[src/rtl/arith_drv_pkg.sv]
// arith_drv_pkg: shared types for the arithmetic job driver.
// One-hot state encoding, output bundle and parameter defaults.
package arith_drv_pkg;

  localparam int DEF_ADD_CYC = 1;
  localparam int DEF_MUL_GAP = 1;
  localparam int DEF_TIMEOUT = 64;

  typedef enum logic [6:0] {
    S_IDLE  = 7'b0000001,
    S_START = 7'b0000010,
    S_ADD   = 7'b0000100,
    S_GAP   = 7'b0001000,
    S_MUL   = 7'b0010000,
    S_WAIT  = 7'b0100000,
    S_RESP  = 7'b1000000
  } state_e;

  typedef struct packed {
    logic        req_ready;
    logic        start;
    logic        add_en;
    logic        mul_en;
    logic [7:0]  a;
    logic [7:0]  b;
    logic [15:0] fifo_in;
    logic        rsp_valid;
    logic [15:0] rsp_result;
    logic [15:0] rsp_fifo;
    logic [15:0] rsp_tag;
    logic        rsp_err;
  } drv_out_t;

endpackage

[src/rtl/arith_job_driver_if.sv]
// arith_job_driver_if: request, target and response signals.
// master is the driver side, slave is the environment side.
interface arith_job_driver_if;
  logic        req_valid;
  logic        req_ready;
  logic [7:0]  req_a;
  logic [7:0]  req_b;
  logic [15:0] req_tag;
  logic        start;
  logic [7:0]  a;
  logic [7:0]  b;
  logic        add_en;
  logic        mul_en;
  logic [15:0] fifo_in;
  logic [15:0] result;
  logic        done;
  logic [15:0] fifo_out;
  logic        rsp_valid;
  logic        rsp_ready;
  logic [15:0] rsp_result;
  logic [15:0] rsp_fifo;
  logic [15:0] rsp_tag;
  logic        rsp_err;

  modport master (
    input  req_valid, req_a, req_b, req_tag,
    input  result, done, fifo_out, rsp_ready,
    output req_ready, start, a, b, add_en, mul_en,
    output fifo_in, rsp_valid, rsp_result,
    output rsp_fifo, rsp_tag, rsp_err
  );

  modport slave (
    output req_valid, req_a, req_b, req_tag,
    output result, done, fifo_out, rsp_ready,
    input  req_ready, start, a, b, add_en, mul_en,
    input  fifo_in, rsp_valid, rsp_result,
    input  rsp_fifo, rsp_tag, rsp_err
  );
endinterface

[src/rtl/arith_drv_timer.sv]
// arith_drv_timer: clearable 8-bit up-counter.
// tc_o flags the cycle in which the LIMIT-th count is reached.
module arith_drv_timer #(
  parameter int LIMIT = 64
) (
  input  logic clk,
  input  logic rst_n,
  input  logic clr_i,
  input  logic inc_i,
  output logic tc_o
);

  localparam logic [7:0] LAST = 8'(LIMIT - 1);

  logic [7:0] cnt_q, cnt_d;

  // next count: clear wins, saturate at all-ones
  always_comb begin
    cnt_d = cnt_q;
    if (clr_i) begin
      cnt_d = '0;
    end else if (inc_i && cnt_q != 8'hFF) begin
      cnt_d = cnt_q + 8'd1;
    end
  end

  // count register
  always_ff @(posedge clk or negedge rst_n) begin
    if (!rst_n) cnt_q <= '0;
    else        cnt_q <= cnt_d;
  end

  assign tc_o = (cnt_q == LAST);

endmodule

[src/rtl/arith_job_driver.sv]
// arith_job_driver: sequences one job through an add/mul target.
// All outputs are registered from the next state (Moore).
module arith_job_driver
  import arith_drv_pkg::*;
#(
  parameter int ADD_CYC = DEF_ADD_CYC,
  parameter int MUL_GAP = DEF_MUL_GAP,
  parameter int TIMEOUT = DEF_TIMEOUT
) (
  input logic               clk,
  input logic               rst_n,
  arith_job_driver_if.master bus
);

  localparam logic [7:0] ADD_LAST = 8'(ADD_CYC - 1);
  localparam logic [7:0] GAP_LAST = 8'(MUL_GAP - 1);

  logic [1:0]  sync_q;
  logic        rst_s_n;
  state_e      state_q, state_d;
  logic [7:0]  ph_q, ph_d;
  logic [7:0]  op_a_q, op_a_d;
  logic [7:0]  op_b_q, op_b_d;
  logic [15:0] tag_q, tag_d;
  drv_out_t    out_q, out_d;
  logic        busy;
  logic        tmo;

  // reset: assert at once, release after two clocks
  always_ff @(posedge clk or negedge rst_n) begin
    if (!rst_n) sync_q <= '0;
    else        sync_q <= {sync_q[0], 1'b1};
  end

  assign rst_s_n = sync_q[1];

  arith_drv_timer #(
    .LIMIT (TIMEOUT)
  ) u_tmr (
    .clk   (clk),
    .rst_n (rst_s_n),
    .clr_i (state_d == S_START),
    .inc_i (state_q == S_WAIT),
    .tc_o  (tmo)
  );

  // next state, operand latch, response capture, output decode
  always_comb begin
    state_d = state_q;
    ph_d    = ph_q;
    op_a_d  = op_a_q;
    op_b_d  = op_b_q;
    tag_d   = tag_q;
    out_d   = out_q;
    unique case (state_q)
      S_IDLE: begin
        if (bus.req_valid && out_q.req_ready) begin
          state_d = S_START;
          op_a_d  = bus.req_a;
          op_b_d  = bus.req_b;
          tag_d   = bus.req_tag;
        end
      end
      S_START: begin
        state_d = S_ADD;
        ph_d    = '0;
      end
      S_ADD: begin
        if (ph_q == ADD_LAST) begin
          ph_d    = '0;
          state_d = (MUL_GAP == 0) ? S_MUL : S_GAP;
        end else begin
          ph_d = ph_q + 8'd1;
        end
      end
      S_GAP: begin
        if (ph_q == GAP_LAST) state_d = S_MUL;
        else                  ph_d    = ph_q + 8'd1;
      end
      S_MUL: begin
        state_d = S_WAIT;
      end
      S_WAIT: begin
        if (bus.done) begin
          state_d          = S_RESP;
          out_d.rsp_result = bus.result;
          out_d.rsp_fifo   = bus.fifo_out;
          out_d.rsp_tag    = tag_q;
          out_d.rsp_err    = 1'b0;
        end else if (tmo) begin
          state_d          = S_RESP;
          out_d.rsp_result = '0;
          out_d.rsp_fifo   = '0;
          out_d.rsp_tag    = tag_q;
          out_d.rsp_err    = 1'b1;
        end
      end
      S_RESP: begin
        if (bus.rsp_ready) state_d = S_IDLE;
      end
      default: begin
        state_d = S_IDLE;
      end
    endcase
    busy            = (state_d != S_IDLE) && (state_d != S_RESP);
    out_d.req_ready = (state_d == S_IDLE);
    out_d.start     = (state_d == S_START);
    out_d.add_en    = (state_d == S_ADD);
    out_d.mul_en    = (state_d == S_MUL);
    out_d.rsp_valid = (state_d == S_RESP);
    out_d.a         = busy ? op_a_d : '0;
    out_d.b         = busy ? op_b_d : '0;
    out_d.fifo_in   = (state_d == S_START) ? tag_d : '0;
  end

  // state, operands and registered outputs
  always_ff @(posedge clk or negedge rst_s_n) begin
    if (!rst_s_n) begin
      state_q <= S_IDLE;
      ph_q    <= '0;
      op_a_q  <= '0;
      op_b_q  <= '0;
      tag_q   <= '0;
      out_q   <= '0;
    end else begin
      state_q <= state_d;
      ph_q    <= ph_d;
      op_a_q  <= op_a_d;
      op_b_q  <= op_b_d;
      tag_q   <= tag_d;
      out_q   <= out_d;
    end
  end

  assign bus.req_ready  = out_q.req_ready;
  assign bus.start      = out_q.start;
  assign bus.add_en     = out_q.add_en;
  assign bus.mul_en     = out_q.mul_en;
  assign bus.a          = out_q.a;
  assign bus.b          = out_q.b;
  assign bus.fifo_in    = out_q.fifo_in;
  assign bus.rsp_valid  = out_q.rsp_valid;
  assign bus.rsp_result = out_q.rsp_result;
  assign bus.rsp_fifo   = out_q.rsp_fifo;
  assign bus.rsp_tag    = out_q.rsp_tag;
  assign bus.rsp_err    = out_q.rsp_err;

endmodule

[src/flat_wrapper.sv]
// flat-port wrapper written by rule: the top's interface ports become plain ports
module arith_job_driver_flat import arith_drv_pkg::*;
#(
  parameter int ADD_CYC = DEF_ADD_CYC,
  parameter int MUL_GAP = DEF_MUL_GAP,
  parameter int TIMEOUT = DEF_TIMEOUT
)
  (clk, rst_n, bus_req_valid, bus_req_a, bus_req_b, bus_req_tag, bus_result, bus_done, bus_fifo_out, bus_rsp_ready, bus_req_ready, bus_start, bus_a, bus_b, bus_add_en, bus_mul_en, bus_fifo_in, bus_rsp_valid, bus_rsp_result, bus_rsp_fifo, bus_rsp_tag, bus_rsp_err);
  arith_job_driver_if bus_i ();
  input logic clk;
  input logic rst_n;
  input wire logic [$bits(bus_i.req_valid)-1:0] bus_req_valid;
  input wire logic [$bits(bus_i.req_a)-1:0] bus_req_a;
  input wire logic [$bits(bus_i.req_b)-1:0] bus_req_b;
  input wire logic [$bits(bus_i.req_tag)-1:0] bus_req_tag;
  input wire logic [$bits(bus_i.result)-1:0] bus_result;
  input wire logic [$bits(bus_i.done)-1:0] bus_done;
  input wire logic [$bits(bus_i.fifo_out)-1:0] bus_fifo_out;
  input wire logic [$bits(bus_i.rsp_ready)-1:0] bus_rsp_ready;
  output wire logic [$bits(bus_i.req_ready)-1:0] bus_req_ready;
  output wire logic [$bits(bus_i.start)-1:0] bus_start;
  output wire logic [$bits(bus_i.a)-1:0] bus_a;
  output wire logic [$bits(bus_i.b)-1:0] bus_b;
  output wire logic [$bits(bus_i.add_en)-1:0] bus_add_en;
  output wire logic [$bits(bus_i.mul_en)-1:0] bus_mul_en;
  output wire logic [$bits(bus_i.fifo_in)-1:0] bus_fifo_in;
  output wire logic [$bits(bus_i.rsp_valid)-1:0] bus_rsp_valid;
  output wire logic [$bits(bus_i.rsp_result)-1:0] bus_rsp_result;
  output wire logic [$bits(bus_i.rsp_fifo)-1:0] bus_rsp_fifo;
  output wire logic [$bits(bus_i.rsp_tag)-1:0] bus_rsp_tag;
  output wire logic [$bits(bus_i.rsp_err)-1:0] bus_rsp_err;
  assign bus_i.req_valid = bus_req_valid;
  assign bus_i.req_a = bus_req_a;
  assign bus_i.req_b = bus_req_b;
  assign bus_i.req_tag = bus_req_tag;
  assign bus_i.result = bus_result;
  assign bus_i.done = bus_done;
  assign bus_i.fifo_out = bus_fifo_out;
  assign bus_i.rsp_ready = bus_rsp_ready;
  assign bus_req_ready = bus_i.req_ready;
  assign bus_start = bus_i.start;
  assign bus_a = bus_i.a;
  assign bus_b = bus_i.b;
  assign bus_add_en = bus_i.add_en;
  assign bus_mul_en = bus_i.mul_en;
  assign bus_fifo_in = bus_i.fifo_in;
  assign bus_rsp_valid = bus_i.rsp_valid;
  assign bus_rsp_result = bus_i.rsp_result;
  assign bus_rsp_fifo = bus_i.rsp_fifo;
  assign bus_rsp_tag = bus_i.rsp_tag;
  assign bus_rsp_err = bus_i.rsp_err;
  arith_job_driver #(.ADD_CYC(ADD_CYC), .MUL_GAP(MUL_GAP), .TIMEOUT(TIMEOUT)) u_core (.clk(clk), .rst_n(rst_n), .bus(bus_i));
endmodule
[config.mk]
export PLATFORM = sky130hd
export DESIGN_NAME = arith_job_driver_flat
export DESIGN_NICKNAME = d
export VERILOG_FILES = /design/src/rtl/arith_drv_pkg.sv /design/src/rtl/arith_job_driver_if.sv /design/src/rtl/arith_drv_timer.sv /design/src/rtl/arith_job_driver.sv /design/src/flat_wrapper.sv
export SDC_FILE = /design/constraint.sdc
export NUM_CORES = 1
export LEC_CHECK = 0
export BUFFER_PORTS_ARGS = -buffer_cell sky130_fd_sc_hd__buf_2
export CAP_MARGIN = 0
export CORE_MARGIN = 1.5
export CORE_UTILIZATION = 55
export DETAILED_ROUTE_END_ITERATION = 8
export PLACE_DENSITY = 0.95
export SLEW_MARGIN = 25
export SYNTH_ARGS = -nofsm -noshare
export SYNTH_HDL_FRONTEND = slang
export SYNTH_HIERARCHICAL = 1
export SYNTH_SLANG_ARGS = --single-unit
[constraint.sdc]
create_clock -name clk -period 7.54 [get_ports clk]
set_input_delay 1.508 -clock clk [delete_from_list [all_inputs] [get_ports clk]]
set_output_delay 1.508 -clock clk [all_outputs]
set_load 0.01 [all_outputs]
# After elaboration in Yosys (flattened, before gate mapping)
# Cells that the tools add are included.
totals:
  reg_bits: 143
  in_bits: 69
  output_inout_bits: 86
  word_cells: 70
op_classes:
  add_sub_neg: 2
  eq_ne: 17
  mux: 23
  reduce_logical: 9
op_table:
  columns: ["op", "count"]
  rows:
  - ["$mux 49", 2]
  - ["$mux 8", 10]
  - ["$pmux 7 s7", 1]
  - ["$mux 16", 3]
  - ["$mux 7", 6]
  - ["$pmux 8 s3", 1]
  - ["$add 8x1->8 const B", 2]
  - ["$eq 7x1->1 const B", 2]
  - ["$eq 7x2->1 const B", 2]
  - ["$eq 7x3->1 const B", 2]
  - ["$eq 7x5->1 const B", 2]
  - ["$eq 7x7->1 const B", 2]
  - ["$eq 8x6->1 const B", 1]
  - ["$logic_not 8->1", 1]
  - ["$ne 8x8->1 const B", 1]
  - ["$eq 7x4->1 const B", 1]
  - ["$eq 7x6->1 const B", 1]
  - ["$ne 7x1->1 const B", 1]
  - ["$ne 7x7->1 const B", 1]
  - ["$reduce_and 2->1", 2]
  - ["$reduce_bool 2->1", 2]
  - ["$logic_and 1x1->1", 3]
  - ["$reduce_bool 3->1", 1]
  - ["$ne 2x2->1 const B", 1]

# Depth between registers and ports, before layout
depth:
  depth_word: 7
  ltp_mapped: 11
  mapped_depth_nobuf: 9

# By module
# The synthesis kept the hierarchy.
modules_own_cells:
  columns: ["mod", "n_inst", "cells_per_inst", "area_each_um2", "seq_area_each_um2"]
  rows:
  - ["arith_job_driver", 1, 380, 5208.7, 3379.5]
  - ["arith_drv_timer", 1, 51, 501.7, 200.2]

# Least setup slack after synthesis
# OpenSTA, ideal clock, no wires.
synth_timing:
  kind: "input -> register"
  start: "input port bus_done"
  end: "register u_core.out_q (netlist bit u_core/bus.a[4])"
  setup_ps: 118
  arrival_ps: 2854
  required_ps: 7422
  path_slack_ps: 4569
  cell_stages: 6
  path_buffers: 1
  cell_sequence: "or4b_2 > a211oi_1 > o31a_1 > or4_4 > buf_6 > nor2b_2"
synth_rtl:
  columns: ["item", "line_no", "source"]
  rows:
  - ["start: declaration", "flat_wrapper.sv:17", "input wire logic [$bits(bus_i.done)-1:0] bus_done;"]
  - ["end signal: assignment", "arith_job_driver.sv:131", "out_q <= out_d;"]
  - ["end: declaration", "arith_job_driver.sv:25", "drv_out_t out_q, out_d;"]

==> results.ini <==
[logic_synthesis]
synth_top_flop_cell=dfrtp_1
synth.top_cells.by_count=dfrtp_1 (142), a22o_1 (33), mux2_2 (33), and2_1 (18), a21o_1 (16)
post-synth-top-area-fraction_pct=62.2
synth-edff-count=0
seq_area_frac_synth_pct=62.7
syn_std_cell_area_mm2=0.00571
synth_cells=431
yosys.cell_types.count=62
synth_area_per_cell_um2=13.2
yosysWarnings=6
async_flop_share_pct=100
yosys.cell_count.top_type=dfrtp_1
post-synth-top-area-cell=dfrtp_1
ys_top_cells_by_area=dfrtp_1 (62%), mux2_2 (6.5%), a22o_1 (5.1%), a21o_1 (2.1%), and2_1 (2.0%)
postSynthRegisterBits=143
synthesis.nets=503

[power_and_ir_drop]
static_leakage_nw=3.85
internal_power_w=0.00175
pwr-share-clk_pct=33.6
power.sequential.fraction_pct=42.4
irDropWorstVdd_mv=0.240
power.share.combinational_pct=24.0
power_switching_share_pct=28.9
power.density_mw_per_mm2=342
switchingPower_w=0.000708

[worst_setup_path]
critPathCaptureType=flip-flop
r2r_cells=9
crit_path_start_kind=flip-flop
crit_start=u_core/u_tmr/cnt_q[0]$_DFFE_PN0P_
timing.reg2reg.setup_slack_ps=4550
worst_ep_arrival_time_ps=3440
worst-endpoint-required_ps=7990
worst_r2r_endpoint=u_core/bus.b[7]$_DFF_PN0_
worstSetupEndpoint=u_core/bus.b[7]$_DFF_PN0_
crit_path_max_fanout=16
r2r_start=u_core/u_tmr/cnt_q[0]$_DFFE_PN0P_
path_class=reg -> reg

[global_routing]
grt_max_degree=79
track_usage_pct=24.6
antenna_found_initial=1
grt_pass1_vias=4173
grt_use_met2_pct=40.2
grt.met1_usage_pct=30.8
global_route.peak_usage_layer=met2
grt_met3_use_pct=7.36
wire_length_of_the_first_global_routing_pass_um=20800
gr-total-overflow=0

[clocking]
post-cts-setup-buffer-count=0
clock_tree.buffer_depth=2
worstSkewPairLatency_ps=530
cts-root-buf=clkbuf_8
cts_sinks=143
cts_hold_repair.buffers=0
path_clk_slew_ps=60
cts-buffers-inserted=17
maximum_level_of_the_cts_h_tree=4
tritoncts=done
cts-resized-gates=0

[flow_run]
maxCapViolCount=0

[sta]
hold_ws_ps=355
period_minus_slack_ps=2990
period_utilisation_layout_pct=39.7
maxSlewHeadroom_pct=37.4
setup_total_negative_slack_ps=0
clock.fmax_mhz=334
rsz_0062_raised_after_global_routing=no
setup_viol=0
worst-slew-pin-transition_ps=939
worst_clock_skew_ps=6.95
hold_viol_final=0
slew_violations=0

[routing]
post_dr_vias_cell=5.58
detail_route.iter0.violations=264
finalWirelength_um=12800
wl_per_cell_um=17.4
post-route-drc-count=0
routed-via-count=4096
drt-pass1-iter-count=5
detail-route-antenna-nets=0

[die]
die_height_um=105
core_mm2=0.0102
initial_core_util_pct=56.1
pin_count=155
die_x_um=105
floorplan.rows=37
die-area_mm2=0.0110

[place]
post-dp-hpwl_um=8400
finalWeightedCongestion=0.847
port-buffer-count=154

[layout]
antennaDiodeCount=0
syn_to_final_growth_pct=25.7
layout-drive-gt1-share_pct=42.5
fillers=720
final_nets=657

[hold_path]
hold_path_class=reg -> reg

[status]
result_of_the_run=finished, final reports clean

## power by group through the flow
stage	combinational, W	clock [W]	sequential (W)
2_1_floorplan	0.000372	0	0.00107
3_3_place_gp	0.000552	0	0.00104
3_5_place_dp	0.000589	0	0.00105
4_1_cts	0.000594	0.000833	0.00104
5_1_grt	0.000646	0.000869	0.00106
6_report	0.000590	0.000824	0.00104
## metrics by stage
step           instance area [µm²]  util, %  total power [W]  std cells  setup WS (ps)
2_1_floorplan                 5710        -          0.00144        431           3260
3_3_place_gp                  6590     64.7          0.00159        702           4350
4_1_cts                       7170     70.4          0.00247        734           4570
3_5_place_dp                  6590     64.7          0.00164        702           4270
5_1_grt                       7180     70.5          0.00257        734           4360
6_report                      7180     70.5          0.00245        734           4550
## cell usage in the layout (no fill, tap or decap), types with 3 or more instances in the layout
master	n
and2_1	17
ha_1	3
nand2_1	15
nand2b_1	10
nand3_1	7
dfrtp_1	141
a21oi_1	7
nor2_1	12
inv_1	13
buf_2	154
clkbuf_16	16
nor3_1	7
bufinv_16	3
a211oi_1	6
or3_1	3
mux2i_1	7
a22o_1	33
mux2_2	33
clkinv_2	7
buf_4	3
nor4_1	3
nor2b_1	14
clkbuf_8	3
nor2b_2	10
a21o_1	16
## metal layers
| metal | wire length [µm] | vias up |
|---|---|---|
| met2 | 6570 | 172 |
| met1 | 5130 | 2055 |
| li1 | - | 1836 |
| met5 | 13 | - |
| met4 | 281 | 2 |
| met3 | 758 | 31 |
## worst max-delay path, cell delays in order, from the launching register on
cell	delay, ps
dfrtp_1	410
ha_1	270
and4_1	390
nand2_1	90
nor3_1	420
or4b_2	230
a211oi_1	70
o31a_1	280
or4_4	570
nor2b_1	170
## registers in the layout (all words and copies together), names as in the netlist, 16 cells and up
| signal | count |
|---|---|
| u_core/bus.rsp_result | 16 |
| u_core/bus.fifo_in | 16 |
| u_core/bus.rsp_fifo | 16 |
| u_core/bus.rsp_tag | 16 |
| u_core/tag_q | 16 |
## logic make-up (layout without fill, tap and decap cells)
kind of cell               Yosys count  count (layout)  share of synthesized area, %
DFF                                143             143                          62.7
other                                1               1                        0.0657
buffers and inverters               35             202                          2.67
muxes                               43              43                          8.46
adders and majority gates            4               4                         0.855
xor gates and xnor gates             2               2                         0.307
AOI/OAI and AO/OA                   83              83                          11.8
and+or+nand+nor                    120             120                          13.1
## final cells by class
type                       count  area (µm²)  area share [%]
sequential                   143        3580            49.9
multi-input combinational    253        1990            27.8
timing repair buffer         157         793            11.1
clock buffer                  20         445            6.21
tap                          136         170            2.37
clock inverter                12         141            1.97
inverter                      13        48.8           0.680
## worst min-delay path by stage
| stage | start | endpoint | cells after the start |
|---|---|---|---|
| floorplan | u_core/sync_q[0]$_DFF_PN0_ | u_core/sync_q[1]$_DFF_PN0_ | 0 |
| global placement | u_core/sync_q[0]$_DFF_PN0_ | u_core/sync_q[1]$_DFF_PN0_ | 0 |
| finish | u_core/sync_q[0]$_DFF_PN0_ | u_core/sync_q[1]$_DFF_PN0_ | 0 |
| global route | u_core/sync_q[0]$_DFF_PN0_ | u_core/sync_q[1]$_DFF_PN0_ | 0 |
| detailed placement | u_core/sync_q[0]$_DFF_PN0_ | u_core/sync_q[1]$_DFF_PN0_ | 0 |
| CTS | u_core/sync_q[0]$_DFF_PN0_ | u_core/sync_q[1]$_DFF_PN0_ | 0 |
(Power assumes the default switching activity.)
